<file path="config.mk">
export PLATFORM = sky130hd
export DESIGN_NAME = flex_pts_uart_tx
export DESIGN_NICKNAME = d
export VERILOG_FILES = /design/src/rtl/flex_pts_uart_tx.sv
export SDC_FILE = /design/constraint.sdc
export NUM_CORES = 1
export LEC_CHECK = 0
export ABC_AREA = 1
export CAP_MARGIN = 10
export CORE_MARGIN = 2
export CORE_UTILIZATION = 30
export CTS_CLUSTER_DIAMETER = 40
export CTS_CLUSTER_SIZE = 25
export DETAILED_ROUTE_END_ITERATION = 12
export RECOVER_POWER = 100
export REMOVE_ABC_BUFFERS = 1
export SYNTH_ARGS = -nofsm -noshare
export SYNTH_HDL_FRONTEND = slang
export SYNTH_SLANG_ARGS = --single-unit
</file>
<file path="constraint.sdc">
create_clock -name clk -period 1.5 [get_ports clk]
set_input_delay 0.375 -clock clk [delete_from_list [all_inputs] [get_ports clk]]
set_output_delay 0.375 -clock clk [all_outputs]
set_load 0.005 [all_outputs]
</file>
<file path="src/rtl/flex_pts_uart_tx.sv">
// Parallel-to-serial UART transmitter: accepts a word on a valid/ready handshake and
// shifts out start bit, NUM_BITS data bits and STOP_BITS stop bits, CLKS_PER_BIT clocks each.
module flex_pts_uart_tx #(
  parameter int NUM_BITS     = 8,
  parameter int CLKS_PER_BIT = 10,
  parameter int STOP_BITS    = 1,
  parameter bit SHIFT_MSB    = 1'b0
) (
  input  logic                clk,
  input  logic                n_rst,
  input  logic [NUM_BITS-1:0] tx_data,
  input  logic                tx_valid,
  output logic                tx_ready,
  output logic                serial_out,
  output logic                tx_busy,
  output logic                tx_done
);

  localparam int CNT_W = $clog2(CLKS_PER_BIT);
  localparam int BIT_W = $clog2(NUM_BITS);

  typedef enum logic [1:0] {IDLE, START, DATA, STOP} state_t;

  state_t              state, state_n;
  logic [CNT_W-1:0]    clk_cnt, clk_cnt_n;
  logic [BIT_W-1:0]    bit_cnt, bit_cnt_n;
  logic [NUM_BITS-1:0] shreg, shreg_n;
  logic                serial_n, done_n;

  logic                bit_end;
  logic                out_bit;
  logic [NUM_BITS-1:0] shifted;

  assign bit_end = (clk_cnt == CNT_W'(CLKS_PER_BIT - 1));
  // Vacated positions fill with 1 so the register drains to line-idle after the last data bit.
  assign out_bit = SHIFT_MSB ? shreg[NUM_BITS-1] : shreg[0];
  assign shifted = SHIFT_MSB ? {shreg[NUM_BITS-2:0], 1'b1} : {1'b1, shreg[NUM_BITS-1:1]};

  // NOTE: the shift register is a handful of flops, not a memory, so it is reset to all 1s
  // like every other state element; nothing here relies on power-up contents.
  always_ff @(posedge clk) begin
    // NOTE: non-blocking assignments keep every register updating from pre-edge values.
    if (!n_rst) begin
      state      <= IDLE;
      clk_cnt    <= '0;
      bit_cnt    <= '0;
      shreg      <= '1;
      serial_out <= 1'b1;
      tx_done    <= 1'b0;
    end else begin
      state      <= state_n;
      clk_cnt    <= clk_cnt_n;
      bit_cnt    <= bit_cnt_n;
      shreg      <= shreg_n;
      serial_out <= serial_n;
      tx_done    <= done_n;
    end
  end

  always_comb begin
    // NOTE: every output of this block is defaulted first so no path can infer a latch.
    state_n   = state;
    clk_cnt_n = bit_end ? '0 : clk_cnt + CNT_W'(1);
    bit_cnt_n = bit_cnt;
    shreg_n   = shreg;
    serial_n  = serial_out;
    done_n    = 1'b0;

    unique case (state)
      IDLE: begin
        clk_cnt_n = '0;
        if (tx_valid) begin
          state_n   = START;
          shreg_n   = tx_data;
          serial_n  = 1'b0;
          bit_cnt_n = '0;
        end
      end
      START: begin
        if (bit_end) begin
          state_n  = DATA;
          serial_n = out_bit;
          shreg_n  = shifted;
        end
      end
      DATA: begin
        if (bit_end) begin
          if (bit_cnt == BIT_W'(NUM_BITS - 1)) begin
            state_n   = STOP;
            serial_n  = 1'b1;
            bit_cnt_n = '0;
          end else begin
            bit_cnt_n = bit_cnt + BIT_W'(1);
            serial_n  = out_bit;
            shreg_n   = shifted;
          end
        end
      end
      STOP: begin
        if (bit_end) begin
          if (bit_cnt == BIT_W'(STOP_BITS - 1)) begin
            state_n   = IDLE;
            done_n    = 1'b1;
            bit_cnt_n = '0;
          end else begin
            bit_cnt_n = bit_cnt + BIT_W'(1);
          end
        end
      end
      default: state_n = IDLE;
    endcase
  end

  assign tx_ready = (state == IDLE);
  assign tx_busy  = ~tx_ready;

endmodule

</file>
==> summary.md <==
| Metric | Value |
|---|---|
| Vias in the first global route | 899 |
| CTS sink cnt | 19 |
| Worst EP required | 1120 ps |
| Clk_skew | 7.578 ps |
| Reg-to-Reg End | bit_cnt[0] |
| R2R cell count | 9 |
| CTS clock-pin slew for the worst setup and hold paths | 120 ps |
| Die area | about 4100 µm² |
| Crit path launch | state[0] |
| Total Power | 0.002573 W |
| Initial core utilization | 0.3190 |
| Tcrit/Tclk final | 0.9539 |
| Ys Warns | 0 |
| Remaining DRCs | 0 |
| Worst slew pin tran | 284.6 ps |
| Sequential area share after synthesis | 0.3490 |
| Mapped Area | 1090 µm² |
| Share of cells above drive strength 1 | 0.2246 |
| Final min period | 1431 ps |
| Pin count of the biggest net entering global routing | 12 |
| Nature of the critical path endpoint | output pin |
| Initial antenna violation count | 0 |
| Worst slew margin | 0.8091 |
| Reg2reg setup slack | 100 ps |
| P&R area growth vs syn | 32.38% |
| Crit path depth | 3 |
| Worst setup endpoint | tx_ready |
| Max-cap viol count | 0 |
| I/O pin count | 15 |
| Peak supply drop | 0.0007086 V |
| Static Leakage | 0.6979 nW |
| Most frequent cell after synthesis | nand2_1 |
| CTS tree | yes |
| Post-route ant nets | 0 |
| Number of synthesized flops with an enable pin | 0 |
| Hold Fails Final Rpt | 0 |
| CP max-delay cell | dfxtp_2 |
| CP Max Fanout | 3 |
| Max Slew Vio Count | 0 |
| Port bufs | 14 |
| GRT Util Overall | 0.1184 |
| CP Cell Sequence | inv_2 > ha_4 > clkdlybuf4s15_1 |
| CP arrival | 1060 ps |
| Reg2reg start | state[0] |
| Final net count | between 200 and 250 |
| Yosys cell types | 23 |
| Unrepaired setup endpoints after global routing | true |
| Post-DP HPWL | around 1700 µm |
| Routed vias/inst | 4.240 |
| Crit start category | flop |
| Mapped Cells | approximately 160 |
| Max Clock Freq | 698.9 MHz |
| #FFs+latches synth | 19 |
| Antenna cells | 0 |
| First-pass GRT wire length | 3843 µm |
| Overflow after GRT | 0 |
| Total CTS buffers | 3 |
| DRT iter0 DRCs | 54 |
| Clock Latency Late Sink | about 300 ps |
| Area leader, netlist | dfxtp_1 |
| Top post-synthesis cells by count | 61 x nand2_1, 19 x dfxtp_1, 17 x nor2_1 |
| Hold_buf cts | 0 |
| CTS HTree Levels | 1 |
| Crit path buffers/inverters | 2 |
| First-pass DRT Iterations | 4 |
| Clk root buf | clkbuf_4 |
| Mean Syn Cell Area | 6.941 µm² |
| Die X | about 64 µm |
| Vias post-DR | between 900 and 1000 |
| Core box area | 3416 µm² |
| Final Setup Violations | 0 |
| GPL Wtd Cong | roughly 0.8 |
| Post-synthesis async set-or-reset flop share | 0 |
| Routed WL | between 2000 and 2500 µm |
| Hold Crit Class | reg -> reg |
| Status | completed |
| Cell row count | 21 |
| Clock Tree Buf Depth | 2 |
| Largest delay contributor family on the critical path | flip-flops |
| WL/cell | 9.562 µm |
| DIE HEIGHT | approximately 64 µm |
| Share of the synthesized area in the top cell type | 0.3490 |
| Most used DFF post-synth | dfxtp_1 |
| Hold Slack | 480.4 ps |
| Setup CP Type | reg -> out |
| Synth area leaders | dfxtp_1 35%, nand2_1 21%, ha_1 11% |
| Max incr delay on CP | 350 ps |
| P per Cell Area | 1784 nW/µm² |
worst min-delay path by stage:
| stage | endpoint | startpoint | cells after the start | slack, ps |
|---|---|---|---|---|
| 4_1_cts | clk_cnt[0] | clk_cnt[0] | 1 | 490 |
| 5_1_grt | shreg[4] | shreg[4] | 2 | 510 |
| 6_report | clk_cnt[0] | clk_cnt[0] | 1 | 480 |
| 2_1_floorplan | clk_cnt[0] | clk_cnt[0] | 1 | 430 |
| 3_5_place_dp | shreg[2] | shreg[2] | 2 | 460 |
| 3_3_place_gp | clk_cnt[0] | clk_cnt[0] | 1 | 450 |
metrics by stage:
stage	setup TNS (ps)	utilization	instance area [µm²]	worst slack, ps	instances
finish	0	0.4223	1443	69.13	233
global route	-47.12	0.4223	1443	-38.17	233
CTS	0	0.4132	1411	10.28	231
detailed placement	-616.8	0.3985	1361	-81.17	226
global placement	-411.4	0.3985	1361	-56.58	226
floorplan	0	-	1074	76.54	154
layout by cell type, fill, tap and decap left out, drive strengths merged:
master	netlist	layout
clkdlybuf4s15	0	1
or2	1	1
dlygate4sd2	0	1
a21boi	1	1
o21ai	1	1
clkinv	1	2
nor3	1	1
dlygate4sd3	0	1
buf	1	14
nand3	18	19
ha	10	10
dfxtp	19	19
clkdlybuf4s50	0	9
clkdlybuf4s25	0	1
xnor2	1	1
clkbuf	2	4
inv	15	15
a21oi	4	4
nand2	63	63
nor2	19	19
worst reg2reg max path: stages (launching register included):
cell and delay (ps):
dfxtp_2 340, buf_4 140, ha_2 190, inv_1 70
nand2_2 80, a21oi_4 220, nand2_4 90, nand2_1 60
nand2_1 40, nor2_1 100
layout make-up:
type                            instances  area, µm²
Tap cell                               46      57.56
Clock buffer                            3      22.52
Clock inverter                          1      5.005
Fill cell                             362       1973
Inverter                               16      65.06
Sequential cell                        19      382.9
Multi-Input combinational cell        120      670.6
Timing Repair Buffer                   28      239.0
routing by layer:
layer  GRT usage  wire [µm]  up-vias  share of wire
li1            -          -      546              -
met1      0.1551       1130      426           0.51
met2      0.1914       1020       14           0.46
met3     0.02641         57        2          0.026
met4     0.03989         20        0         0.0090
met5           0          0        -              0
report_power, final:
| group | leakage (nW) | switching [W] | total [W] | internal, W |
|---|---|---|---|---|
| logic | 0.523 | 0.000874 | 0.00155 | 0.000679 |
| registers | 0.158 | 0.0000911 | 0.000754 | 0.000663 |
| clock network | 0.0177 | 0.000167 | 0.000266 | 0.0000993 |
| total | 0.698 | 0.00113 | 0.00257 | 0.00144 |
state kept, by name, indices dropped and copies added, names as in the netlist:
register,cells
state,2
tx_done,1
shreg,8
serial_out,1
bit_cnt,3
clk_cnt,4
logic make-up (layout without fill, tap and decap cells):
logic type / after synthesis / after routing / share of synthesized area
AO/OA/AOI/OAI: 6 / 6 / 0.04363
XOR/XNOR: 1 / 1 / 0.008038
adder cells (fa/ha/maj): 10 / 10 / 0.1148
buffers and inverters: 19 / 48 / 0.07233
flip-flops: 19 / 19 / 0.3490
AND/OR/NAND/NOR: 102 / 103 / 0.4122
what timing repair did:
item                       4_1_cts  5_1_grt
resized for setup               12       10
setup buffers                    1        1
cloned                           0        1
setup endpoints to repair       11       15
pin swaps                        2        3
Note: power is estimated with default switching activity, not from simulation.
